`config.mk`:
```
export PLATFORM = sky130hd
export DESIGN_NAME = clkgate_ctrl
export DESIGN_NICKNAME = d
export VERILOG_FILES = /design/src/rtl/clkgate_ctrl_pkg.sv /design/src/rtl/clkgate_satcnt.sv /design/src/rtl/clkgate_ctrl.sv
export SDC_FILE = /design/constraint.sdc
export NUM_CORES = 1
export LEC_CHECK = 0
export CAP_MARGIN = 40
export CELL_PAD_IN_SITES_DETAIL_PLACEMENT = 0
export CELL_PAD_IN_SITES_GLOBAL_PLACEMENT = 1
export CORE_MARGIN = 3
export CORE_UTILIZATION = 34
export DETAILED_ROUTE_END_ITERATION = 6
export PLACE_DENSITY = 0.77
export SLEW_MARGIN = 20
export SYNTH_ARGS = -nofsm -noshare
export SYNTH_HDL_FRONTEND = slang
export SYNTH_SLANG_ARGS = --single-unit
```
`constraint.sdc`:
```
create_clock -name clk -period 1.8 [get_ports clk]
set_input_delay 0.27 -clock clk [delete_from_list [all_inputs] [get_ports clk]]
set_output_delay 0.27 -clock clk [all_outputs]
set_load 0.005 [all_outputs]
```
`src/rtl/clkgate_ctrl_pkg.sv`:
```
`default_nettype none
// ============================================================================
//  Module      : clkgate_ctrl_pkg
//  Description : Shared low_power definitions for the clock-gate enable
//                controller, the gated-RAM wrapper and their benches.
//                Holds the FSM state encoding and the default wake/idle
//                timing values.
//  Revision    : 1.0 - initial release
// ============================================================================
package clkgate_ctrl_pkg;

   // Encoding is visible on the 'state' port, so the values are fixed.
   typedef enum logic [1:0] {
      ST_OFF  = 2'd0,
      ST_WAKE = 2'd1,
      ST_ON   = 2'd2,
      ST_IDLE = 2'd3
   } cg_state_e;

   // Defaults shared with the gated-RAM wrapper so both agree on timing.
   localparam int DEF_IDLE_CYCLES = 8;
   localparam int DEF_WAKE_CYCLES = 2;

endpackage : clkgate_ctrl_pkg
`default_nettype wire

```
`src/rtl/clkgate_satcnt.sv`:
```
`default_nettype none
// ============================================================================
//  Module      : clkgate_satcnt
//  Description : Parameterised up-counter that sticks at its maximum value
//                instead of wrapping. Synchronous clear has priority over
//                increment.
//  Ports       : clk   - clock
//                rst   - synchronous active-high reset (count -> 0)
//                clr   - synchronous clear (count -> 0), beats inc
//                inc   - count one this cycle
//                count - current value
//  Revision    : 1.0 - initial release
// ============================================================================
module clkgate_satcnt
   import clkgate_ctrl_pkg::*;
#(
   parameter int WIDTH = 16
) (
   input  logic             clk,
   input  logic             rst,
   input  logic             clr,
   input  logic             inc,
   output logic [WIDTH-1:0] count
);

   localparam logic [WIDTH-1:0] CNT_MAX = {WIDTH{1'b1}};
   localparam logic [WIDTH-1:0] CNT_ONE = WIDTH'(1);

   logic [WIDTH-1:0] count_q;

   always_ff @(posedge clk) begin
      if (rst) begin
         count_q <= '0;
      end else if (clr) begin
         count_q <= '0;
      end else if (inc && (count_q != CNT_MAX)) begin
         count_q <= count_q + CNT_ONE;
      end
   end

   assign count = count_q;

endmodule : clkgate_satcnt
`default_nettype wire

```
`src/rtl/clkgate_ctrl.sv`:
```
`default_nettype none
// ============================================================================
//  Module      : clkgate_ctrl
//  Description : Activity-driven clock-gate enable controller. Produces the
//                clken signal for the latch-based clock-gating cell in front
//                of the RAM. Any activity (req, busy, force_on) wakes the
//                clock; access is granted only after a wake-up delay; the
//                clock is gated again after a programmable idle timeout.
//                Cycles spent gated are counted for power statistics.
//  Ports       : clk       - ungated system clock
//                rst       - synchronous active-high reset
//                req       - client access request (level, held until gnt)
//                busy      - downstream operation in progress
//                force_on  - debug override, keeps the clock enabled
//                stat_clr  - synchronous clear of gated_cnt
//                clken     - enable to clock-gate cell (direct flop output)
//                gnt       - client may access the gated block this cycle
//                state     - current FSM state (OFF/WAKE/ON/IDLE = 0..3)
//                gated_cnt - saturating count of cycles spent in OFF
//  Revision    : 1.0 - initial release
// ============================================================================
module clkgate_ctrl
   import clkgate_ctrl_pkg::*;
#(
   parameter int IDLE_CYCLES = DEF_IDLE_CYCLES,
   parameter int WAKE_CYCLES = DEF_WAKE_CYCLES,
   parameter int CNT_W       = 4,
   parameter int STAT_W      = 16
) (
   input  logic              clk,
   input  logic              rst,
   input  logic              req,
   input  logic              busy,
   input  logic              force_on,
   input  logic              stat_clr,
   output logic              clken,
   output logic              gnt,
   output logic [1:0]        state,
   output logic [STAT_W-1:0] gated_cnt
);

   // With WAKE_CYCLES == 0 the WAKE state is skipped entirely, so its load
   // value is never used; clamp it to zero to keep the constant in range.
   localparam bit               WAKE_SKIP = (WAKE_CYCLES == 0);
   localparam logic [CNT_W-1:0] WAKE_LOAD = WAKE_SKIP ? '0 : CNT_W'(WAKE_CYCLES - 1);
   localparam logic [CNT_W-1:0] IDLE_LOAD = CNT_W'(IDLE_CYCLES - 1);
   localparam logic [CNT_W-1:0] CNT_ONE   = CNT_W'(1);

   cg_state_e        state_q, state_d;
   logic [CNT_W-1:0] wake_cnt_q, wake_cnt_d;
   logic [CNT_W-1:0] idle_cnt_q, idle_cnt_d;
   logic             clken_q;
   logic             act;

   assign act = req | busy | force_on;

   // ------------------------------------------------------------------------
   // Next-state logic
   // ------------------------------------------------------------------------
   always_comb begin
      state_d    = state_q;
      wake_cnt_d = wake_cnt_q;
      idle_cnt_d = idle_cnt_q;

      case (state_q)
         ST_OFF: begin
            if (act) begin
               if (WAKE_SKIP) begin
                  state_d = ST_ON;
               end else begin
                  state_d    = ST_WAKE;
                  wake_cnt_d = WAKE_LOAD;
               end
            end
         end

         // Once started, the wake-up sequence always completes even if the
         // activity goes away; the normal ON/IDLE timeout then gates again.
         ST_WAKE: begin
            if (wake_cnt_q == '0) begin
               state_d = ST_ON;
            end else begin
               wake_cnt_d = wake_cnt_q - CNT_ONE;
            end
         end

         ST_ON: begin
            if (!act) begin
               state_d    = ST_IDLE;
               idle_cnt_d = IDLE_LOAD;
            end
         end

         // Activity in IDLE returns to ON; the timer is reloaded on the
         // next ON->IDLE entry, so nothing carries over between idle spells.
         ST_IDLE: begin
            if (act) begin
               state_d = ST_ON;
            end else if (idle_cnt_q == '0) begin
               state_d = ST_OFF;
            end else begin
               idle_cnt_d = idle_cnt_q - CNT_ONE;
            end
         end

         default: begin
            state_d = ST_OFF;
         end
      endcase
   end

   // ------------------------------------------------------------------------
   // State register. clken is a separate flop loaded from the next state so
   // the gating cell sees a clean register output with no decode glitches,
   // while still tracking (state != OFF) exactly.
   // ------------------------------------------------------------------------
   always_ff @(posedge clk) begin
      if (rst) begin
         state_q    <= ST_OFF;
         wake_cnt_q <= '0;
         idle_cnt_q <= '0;
         clken_q    <= 1'b0;
      end else begin
         state_q    <= state_d;
         wake_cnt_q <= wake_cnt_d;
         idle_cnt_q <= idle_cnt_d;
         clken_q    <= (state_d != ST_OFF);
      end
   end

   // ------------------------------------------------------------------------
   // Gated-cycle statistics
   // ------------------------------------------------------------------------
   clkgate_satcnt #(
      .WIDTH (STAT_W)
   ) u_gated_cnt (
      .clk   (clk),
      .rst   (rst),
      .clr   (stat_clr),
      .inc   (state_q == ST_OFF),
      .count (gated_cnt)
   );

   // ------------------------------------------------------------------------
   // Outputs. gnt is open in IDLE too, so a request arriving during the idle
   // countdown is served in the same cycle it appears.
   // ------------------------------------------------------------------------
   assign clken = clken_q;
   assign state = state_q;
   assign gnt   = req & ((state_q == ST_ON) | (state_q == ST_IDLE));

endmodule : clkgate_ctrl
`default_nettype wire

```
# ---- Word level (Yosys, flattened, before mapping)
# Index checks and enable logic that the tools add are counted.
dict set report word_totals {
  inputBits 6
  regBits 27
  output_inout_bits 20
  wordCells 44
}
dict set report op_classes {
  muxes 13
  n_reduce_logical 10
  add_sub_neg 3
  bitwise_logic 4
  eq_ne 9
}
# op n
set ops {}
lappend ops {{two-way mux 4 bit} 5}
lappend ops {{adder 16 x 1 -> 16 bit, second input constant} 1}
lappend ops {{inequality test 16 bit, second input constant} 1}
lappend ops {{case mux 4 bit (2 select lines)} 2}
lappend ops {{two-way mux 2 bit} 5}
lappend ops {{inequality test 2 bit, second input constant} 5}
lappend ops {{zero test 4 bit} 2}
lappend ops {{case mux 2 bit (4 select lines)} 1}
lappend ops {{subtractor 4 x 1 -> 4 bit, second input constant} 2}
lappend ops {{nonzero test 2 bit} 3}
lappend ops {{== test 2 bit, second input constant} 2}
lappend ops {{AND reduction 4 bit} 1}
lappend ops {{bitwise OR 1 bit} 3}
lappend ops {{AND reduction 3 bit} 1}
lappend ops {{== test 2 x 1 -> 1 bit, second input constant} 1}
lappend ops {{zero test 2 bit} 1}
lappend ops {{OR reduction 2 bit} 1}
lappend ops {{AND 1 bit} 1}
lappend ops {{logical AND 1 bit} 1}

# ---- Longest topological paths before layout
# Gate-level depths: netlist of run 1.
dict set report logic_depth {
  word_depth 5
  mapped_depth 6
  ltp_nobuf 6
}

# ---- By module
# From an unflattened synthesis of run 1, not the netlist that was laid out.
dict set report hier_totals {
  cells_unflattened 175
  area_unflattened_um2 1545.2
}
# mod instances seq_area_each_um2 cells_each area_per_inst_um2
set by_module_without_submodules {}
lappend by_module_without_submodules {clkgate_satcnt 1 320.3 102 917.1}
lappend by_module_without_submodules {clkgate_ctrl 1 220.2 73 628.1}

# ---- Least setup slack after synthesis of run 1
# No wires, ideal clock.
dict set report synth_timing {
  kind {reg-to-reg}
  start {register state_q[0], in the netlist state[0]}
  end {register u_gated_cnt.count_q[13], in the netlist u_gated_cnt.count[13]}
  path_slack_ns 0.027
  period_less_slack_ns 1.773
  t_required_ns 1.729
  n_path_buf 1
  t_arrival_ns 1.702
  path_stages_with_launch 6
  setup_time_ns 0.071
  cell_sequence {dfxtp_1 buf_2 nand4bb_1 or4_4 or4_1 a21oi_1}
}
dict set report synth_via {
  elab_chain_len 2
}
# element line_no
set synth_rtl {}
lappend synth_rtl {{from (decl)} clkgate_ctrl.sv:49} ;# cg_state_e state_q, state_d;
lappend synth_rtl {{from (signal assigned)} clkgate_ctrl.sv:124} ;# state_q <= state_d;
lappend synth_rtl {{zero test 2 bit} clkgate_ctrl.sv:140} ;# .inc (state_q == ST_OFF),
lappend synth_rtl {{logical AND 1 bit} clkgate_satcnt.sv:36} ;# end else if (inc && (count_q != CNT_MAX)) begin
lappend synth_rtl {{to (signal assigned)} clkgate_satcnt.sv:37} ;# count_q <= count_q + CNT_ONE;
lappend synth_rtl {{to (decl)} clkgate_satcnt.sv:29} ;# logic [WIDTH-1:0] count_q;
# No other way between the ends.
# A chain may end at the register's enable or synchronous reset.

# ---- Worst setup path after layout of run 1
dict set report layout_timing {
  start {register u_gated_cnt.count_q[1], in the netlist u_gated_cnt.count[1]}
  end {register u_gated_cnt.count_q[13], in the netlist u_gated_cnt.count[13]}
}
dict set report layout_via {
  elab_chain_len 2
  elab_cells_between_ends 3
  classes_between {add/sub: 1; eq/ne: 1; reduce/logical: 1}
}
# element
set layout_rtl {}
lappend layout_rtl {{parallel branches: the longest is 2 deep, another holds adder 16 x 1 -> 16 bit}}
# Parallel ways; which one is timed is not known.

==> results.sh, run 1 <==
export IMPL_synth_cell_types=44
export IMPL_cap_violations=0
export IMPL_slowest_stage="or4_1"
export IMPL_die_h_um=69.6
export IMPL_grtUsageTotal_pct=14.8
export IMPL_crit_end="u_gated_cnt.count[13]$_SDFFE_PP0P_"
export IMPL_clockBufferDepth=2
export IMPL_antenna_found_initial=0
export IMPL_clock_sinks=27
export IMPL_synth_edf_count=0
export IMPL_initial_core_util_pct=36.4
export IMPL_startpoint_type="register"
export IMPL_io_buffers=25
export IMPL_min_path_type="register to register"
export IMPL_path_clk_slew_ns=0.10
export IMPL_io_pins=26
export IMPL_grt_pass1_vias=1354
export IMPL_synth_area_um2=1370
export IMPL_tightestPinTransition_ns=0.453
export IMPL_synth_top_cells_by_count="dfxtp_1, a21oi_1, nor2_1"
export IMPL_drc_errors=0
export IMPL_pwr_share_seq_pct=49.8
export IMPL_dr_pass1_iters=4
export IMPL_hold_buffers=0
export IMPL_hold_viol=0
export IMPL_die_w_um=69.6
export IMPL_worstSetupPathDepth=5
export IMPL_gp_congestion=0.827
export IMPL_relSlewSlack_pct=69.4
export IMPL_grt_met2_usage_pct=27.2
export IMPL_fin_skew_ns=0.0111
export IMPL_ys_ff_latch=27
export IMPL_rows=22
export IMPL_r2r_end="u_gated_cnt.count[13]$_SDFFE_PP0P_"
export IMPL_numCtsBuffers=3
export IMPL_synth_area_top_cells="dfxtp_1, a21oi_1, o21ai_0"
export IMPL_yosysTopAreaCell="dfxtp_1"
export IMPL_p_clk_share_pct=27.2
export IMPL_use_met3_pct=2.17
export IMPL_synth_cells=164
export IMPL_ir_drop_mv=0.478
export IMPL_r2r_start="u_gated_cnt.count[1]$_SDFFE_PP0P_"
export IMPL_fin_crit_ns=1.76
export IMPL_yosysWarningCount=0
export IMPL_slew_viol_final=0
export IMPL_grt_start_max_net_pins=17
export IMPL_cp_end_kind="register"
export IMPL_required_ns=2.02
export IMPL_cpLargestDelayFamily="simple AND/OR/NAND/NOR gates"
export IMPL_timing_final_crit_share_pct=98.0
export IMPL_crit_fanout=6
export IMPL_cp_arrival_ns=1.98
export IMPL_slowest_delay_ns=0.49
export IMPL_layout_setup_ws_ns=0.0367
export IMPL_yosysSeqAreaShare_pct=39.3
export IMPL_grt_use_met1_pct=18.2
export IMPL_wire_per_inst_um=13.0
export IMPL_switching_power_mw=0.362
export IMPL_crit_chain="buf_6, nand4bb_1, or4_4, or4_1, a21oi_1"
export IMPL_netlist_area_leader_share_pct=39.3
export IMPL_path_class="register to register"
export IMPL_power_density_nw_per_um2=669
export IMPL_preCtsSetupSlack_ns=-0.0476
export IMPL_synth_most_common_cell="dfxtp_1"
export IMPL_p_comb_share_pct=23.0
export IMPL_power_internal_mw=0.943
export IMPL_antenna_cells=0
export IMPL_startpoint="u_gated_cnt.count[1]$_SDFFE_PP0P_"
export IMPL_total_leakage_power_nw=0.689
export IMPL_core_um2=3770
export IMPL_overflow=0
export IMPL_timing_critical_path_buf_inv=1
export IMPL_grt_pass1_wl_um=6040
export IMPL_vias=1422
export IMPL_synth_flop_cell="dfxtp_1"
export IMPL_r2r_slack_ns=0.04
export IMPL_hp_start="idle_cnt_q[1]$_SDFFE_PP0P_"
export IMPL_num_nets_final=227
export IMPL_area_growth_pct=42.1
export IMPL_ys_async_sr_fraction_pct=0
export IMPL_drt_wl_total_um=3450
export IMPL_root_buffer="clkbuf_8"
export IMPL_htreeDepth=1
export IMPL_hpwl_um=2640
export IMPL_setup_viol=0
export IMPL_drive_above_1_share_pct=20.3
export IMPL_fmax_mhz=567
export IMPL_cts_tree="built"
export IMPL_drt_iter0_drc=54
export IMPL_post_synth_cell_area_avg_um2=8.38
export IMPL_reg2reg_depth=5
export IMPL_clk_latency_ns=0.28
export IMPL_rsz0062_at_grt="true"
export IMPL_vias_per_cell=5.37
export IMPL_top_usage_layer="met2"
export IMPL_final_util_pct=51.8
export IMPL_dieArea_um2=4840
export IMPL_status="completed"
export IMPL_final_antenna_net_count=0
export IMPL_synthesis_nets=173
export IMPL_netSwitchingFraction_pct=27.8
kinds of logic (layout without fill, tap and decap cells):
kind of cell / Yosys count / in the layout / synth area share, %
AOI/OAI and AO/OA: 42 / 42 / 19.2
xor gates and xnor gates: 3 / 3 / 1.91
adders and majority gates: 3 / 3 / 2.73
buffers and inverters: 12 / 65 / 3.37
DFF: 27 / 27 / 39.3
muxes: 2 / 2 / 1.46
and+or+nand+nor: 75 / 75 / 32.0
how the worst min path moves through the flow:
stage,cells past startpoint,slack (ns),endpoint
global route,2,0.55,idle_cnt_q[0]$_SDFFE_PP0P_
CTS,2,0.50,idle_cnt_q[1]$_SDFFE_PP0P_
finish,2,0.50,idle_cnt_q[1]$_SDFFE_PP0P_
floorplan,1,0.35,wake_cnt_q[3]$_SDFFE_PP0P_
detailed placement,2,0.48,idle_cnt_q[1]$_SDFFE_PP0P_
global placement,2,0.47,idle_cnt_q[3]$_SDFFE_PP0P_
worst min-delay path, delay by kind of cell (launching register included):
kind | cells | cell delay (ns)
compound gates | 1 | 0.06
buf+inv | 1 | 0.07
flops | 1 | 0.32
registers in the layout, indices dropped and copies added (netlist names):
signal / flops
clken: 1
idle_cnt_q: 4
state: 2
u_gated_cnt.count: 16
wake_cnt_q: 4
stage by stage:
step | power [mW] | hold WS (ns) | TNS (ns) | std cells | area (um^2)
floorplan | 0.833 | 0.349 | 0 | 164 | 1370
global placement | 0.942 | 0.470 | 0 | 260 | 1870
detailed placement | 0.949 | 0.479 | -0.0476 | 260 | 1870
CTS | 1.31 | 0.499 | 0 | 264 | 1920
global route | 1.40 | 0.546 | -0.0688 | 265 | 1950
finish | 1.31 | 0.498 | 0 | 265 | 1950
layout by cell type, fill, tap and decap left out, types with 2 or more instances in the layout:
cell type        instances
nand2_1                  9
nor2b_1                  2
a211oi_1                 3
nor3_1                   9
nand3_1                  9
or3_1                    7
o21ai_0                 10
ha_1                     3
nand4_1                  4
dfxtp_2                  2
or4_1                    2
xor2_1                   3
o311ai_0                 2
o41ai_1                  2
mux2i_1                  2
dfxtp_1                 25
clkdlybuf4s50_1         25
clkbuf_8                 3
nor2_1                  12
nor4_2                   2
and3_1                   2
buf_4                   28
inv_1                    7
a21oi_1                 14
nand4bb_1                2
o31ai_1                  3
or3b_2                   2
metal layers:
layer | wire [um] | share of wire [%] | up-vias
met5 | 0 | 0 | -
met4 | 8 | 0.23 | 0
met3 | 86 | 2.5 | 2
met2 | 1780 | 52 | 22
met1 | 1570 | 46 | 672
li1 | - | - | 726
cell type report:
cell class | instances | area [um^2]
clock buffer | 3 | 41.3
clock inverter | 1 | 7.51
fill | 340 | 1820
inverter | 7 | 26.3
multi-input combinational | 125 | 802
sequential | 27 | 543
tap | 48 | 60.1
timing repair buffer | 54 | 472
power by group through the flow:
stage	combinational, mW	clock [mW]	sequential, mW
finish	0.300	0.355	0.650
global route	0.338	0.403	0.655
CTS	0.289	0.375	0.649
detailed placement	0.288	0	0.661
global placement	0.281	0	0.661
floorplan	0.173	0	0.660
timing repair:
item | CTS | global route
resized for setup | 1 | 5
cloned | 0 | 0
endpoints found under the setup margin | 1 | 6
setup buffers | 0 | 1
(Power assumes the default switching activity.)
==> inputs of run 2 (changes only) <==
--- a/config.mk
+++ b/config.mk
@@ -11,6 +11,7 @@
 export CORE_MARGIN = 3
 export CORE_UTILIZATION = 34
 export DETAILED_ROUTE_END_ITERATION = 6
+export GPL_ROUTABILITY_DRIVEN = 1
 export PLACE_DENSITY = 0.77
 export SLEW_MARGIN = 20
 export SYNTH_ARGS = -nofsm -noshare
==> results of run 2 <==
No change in the layout: final DEF, timing and power equal those of run 1.
==> inputs of run 3 (changes only) <==
--- a/config.mk
+++ b/config.mk
@@ -5,14 +5,17 @@
 export SDC_FILE = /design/constraint.sdc
 export NUM_CORES = 1
 export LEC_CHECK = 0
+export ABC_AREA = 1
 export CAP_MARGIN = 40
 export CELL_PAD_IN_SITES_DETAIL_PLACEMENT = 0
 export CELL_PAD_IN_SITES_GLOBAL_PLACEMENT = 1
 export CORE_MARGIN = 3
-export CORE_UTILIZATION = 34
+export CORE_UTILIZATION = 33
+export CTS_BUF_LIST = sky130_fd_sc_hd__clkbuf_4 sky130_fd_sc_hd__clkbuf_8 sky130_fd_sc_hd__clkbuf_16
 export DETAILED_ROUTE_END_ITERATION = 6
 export GPL_ROUTABILITY_DRIVEN = 1
-export PLACE_DENSITY = 0.77
+export GPL_TIMING_DRIVEN = 0
+export PLACE_DENSITY = 0.78
 export SLEW_MARGIN = 20
 export SYNTH_ARGS = -nofsm -noshare
 export SYNTH_HDL_FRONTEND = slang
==> run 3 against run 2 <==
  * Routed wire length fell by 1.1%
  * Largest cell class unchanged
  * Flip-flop and latch count did not move
  * Design area fell by 5.2%
  * Synthesized cell count rose by 38%
  * Die area rose by 10%
  * Combinational power rose to 2.8 times the previous value
==> results.sh, run 3 <==
export IMPL_vias=1410
export IMPL_ys_ff_latch=27
export IMPL_area_growth_pct=25.1
export IMPL_fin_skew_ns=0.00593
export IMPL_numCtsBuffers=3
export IMPL_clk_latency_ns=0.27
export IMPL_drt_wl_total_um=3410
export IMPL_synth_area_um2=1480
export IMPL_yosysSeqAreaShare_pct=36.5
export IMPL_grt_use_met1_pct=19.5
export IMPL_dr_pass1_iters=4
export IMPL_rows=23
export IMPL_slew_viol_final=0
export IMPL_setup_viol=0
export IMPL_synth_edf_count=0
export IMPL_io_pins=26
export IMPL_synth_cells=226
export IMPL_power_density_nw_per_um2=1060
export IMPL_mostFrequentLayoutCell="nand2_1"
export IMPL_relSlewSlack_pct=76.4
export IMPL_num_nets_final=266
export IMPL_cp_end_kind="primary output"
export IMPL_antenna_found_initial=0
export IMPL_dieArea_um2=5320
export IMPL_status="completed"
export IMPL_startpoint_type="register"
export IMPL_rsz0062_at_grt="false"
export IMPL_overflow=0
export IMPL_synth_cell_types=22
export IMPL_ir_drop_mv=0.787
export IMPL_top_usage_layer="met1"
export IMPL_min_path_type="register to register"
export IMPL_antenna_cells=0
export IMPL_post_cts_buffers=0
export IMPL_netlist_area_leader_share_pct=36.5
export IMPL_hold_ws_ns=0.488
export IMPL_drc_errors=0
export IMPL_cp_arrival_ns=1.42
export IMPL_final_cell_count_no_fill=306
export IMPL_synth_top_cells_by_count="nand2_1, dfxtp_1, inv_1, nor2_1, a21oi_1"
export IMPL_io_buffers=25
export IMPL_gp_congestion=0.779
export IMPL_cap_violations=0
export IMPL_fmax_mhz=591
export IMPL_final_antenna_net_count=0
export IMPL_grt_start_max_net_pins=16
export IMPL_tightestPinTransition_ns=0.353
export IMPL_die_w_um=72.9
export IMPL_cts_tree="built"
export IMPL_clock_sinks=27
export IMPL_grt_pass1_vias=1210
export IMPL_hold_viol=0
export IMPL_synth_most_common_cell="nand2_1"
export IMPL_preCtsSetupSlack_ns=-0.217
export IMPL_hpwl_um=2560
export IMPL_drive_above_1_share_pct=7.03
export IMPL_core_um2=4170
export IMPL_largest_reg_flops=16
export IMPL_ys_async_sr_fraction_pct=0
export IMPL_path_clk_slew_ns=0.10
export IMPL_required_ns=1.53
export IMPL_path_class="register to primary output"
export IMPL_synthesis_nets=235
export IMPL_grt_met2_usage_pct=18.5
export IMPL_final_cell_mix="nand2_1, inv_1, nor2_1, dfxtp_1, clkdlybuf4s50_1"
export IMPL_use_met3_pct=3.31
export IMPL_root_buffer="clkbuf_8"
export IMPL_post_synth_cell_area_avg_um2=6.54
export IMPL_grt_pass1_wl_um=5540
export IMPL_wire_per_inst_um=11.1
export IMPL_yosysWarningCount=0
export IMPL_grtUsageTotal_pct=12.9
export IMPL_place_inst=301
export IMPL_vias_per_cell=4.61
export IMPL_crit_fanout=8
export IMPL_synth_area_top_cells="dfxtp_1, nand2_1, a21oi_1"
export IMPL_clockBufferDepth=2
export IMPL_fin_crit_ns=1.69
export IMPL_drt_iter0_drc=82
export IMPL_timing_final_crit_share_pct=94.0
export IMPL_htreeDepth=1
export IMPL_yosysTopAreaCell="dfxtp_1"
export IMPL_initial_core_util_pct=35.4
export IMPL_die_h_um=72.9
export IMPL_total_leakage_power_nw=0.707
export IMPL_layout_setup_ws_ns=0.108
export IMPL_synth_flop_cell="dfxtp_1"
==> run 3: cell types whose count changed after synthesis, sizes merged, moves of 4 or more <==
cell	previous run	this run
clkbuf	4	0
inv	7	27
nor3	9	5
nor2	12	33
nand2	9	71
or3	7	0
a21oi	14	21
==> run 3: worst max-delay path: stages, from the launching register on <==
cell and delay, ns:
dfxtp_1 0.51, nand2_1 0.08, inv_1 0.07, clkdlybuf4s50_1 0.49
==> run 3: repair_timing <==
action                     CTS  global route
hold endpoints to repair     0             0
gates resized for setup      0             2
setup endpoints to repair    0            10
hold buffers                 0             0
==> run 3: kinds of logic (layout without fill, tap and decap cells) <==
group,Yosys count,count (layout),share of synthesized area [%]
AOI/OAI and AO/OA,30,31,11.1
xor gates and xnor gates,6,6,3.55
adders and majority gates,3,3,2.54
buffers and inverters,29,58,7.87
DFF,27,27,36.5
and+or+nand+nor,131,131,38.4
==> run 3: worst paths after layout <==
check / from / to / slack [ns] / cells after the start
hold reg to reg: wake_cnt_q[1]$_SDFFE_PP0P_ / wake_cnt_q[1]$_SDFFE_PP0P_ / 0.49 / 2
setup / recovery: state[1]$_SDFF_PP0_ / gnt / 0.11 / 3
hold / removal: wake_cnt_q[1]$_SDFFE_PP0P_ / wake_cnt_q[1]$_SDFFE_PP0P_ / 0.49 / 2
setup reg to reg: u_gated_cnt.count[1]$_SDFFE_PP0P_ / u_gated_cnt.count[13]$_SDFFE_PP0P_ / 0.19 / 9
==> run 3: metal layers <==
layer,up-vias,wire length (um)
li1,784,-
met1,603,1860
met2,21,1420
met3,2,106
met4,0,21
met5,-,0
==> run 3: area by class of cell <==
| cell class | count | area, um^2 |
|---|---|---|
| plain buffers | 1 | 11.3 |
| clock buffers | 3 | 41.3 |
| clock inverters | 1 | 5.00 |
| fillers | 437 | 2320 |
| inverters | 28 | 105 |
| multi-input cells | 171 | 833 |
| flip-flops and latches | 27 | 542 |
| well taps | 50 | 62.6 |
| repair buffers | 25 | 250 |
==> run 3: metrics by stage <==
stage / instance area [um^2] / utilization (%) / power, mW / TNS, ns
final: 1850 / 44.3 / 1.96 / 0
after global routing: 1850 / 44.3 / 2.13 / 0
after CTS: 1840 / 44.0 / 1.97 / 0
after detailed placement: 1790 / 42.9 / 1.60 / -1.94
after global placement: 1790 / 42.9 / 1.59 / -2.21
after floorplan: 1480 / - / 1.34 / 0
==> run 3: report_power, final <==
group | internal [mW] | total [mW] | switching, mW
clock network | 0.155 | 0.350 | 0.195
logic | 0.333 | 0.831 | 0.498
registers | 0.684 | 0.775 | 0.0909
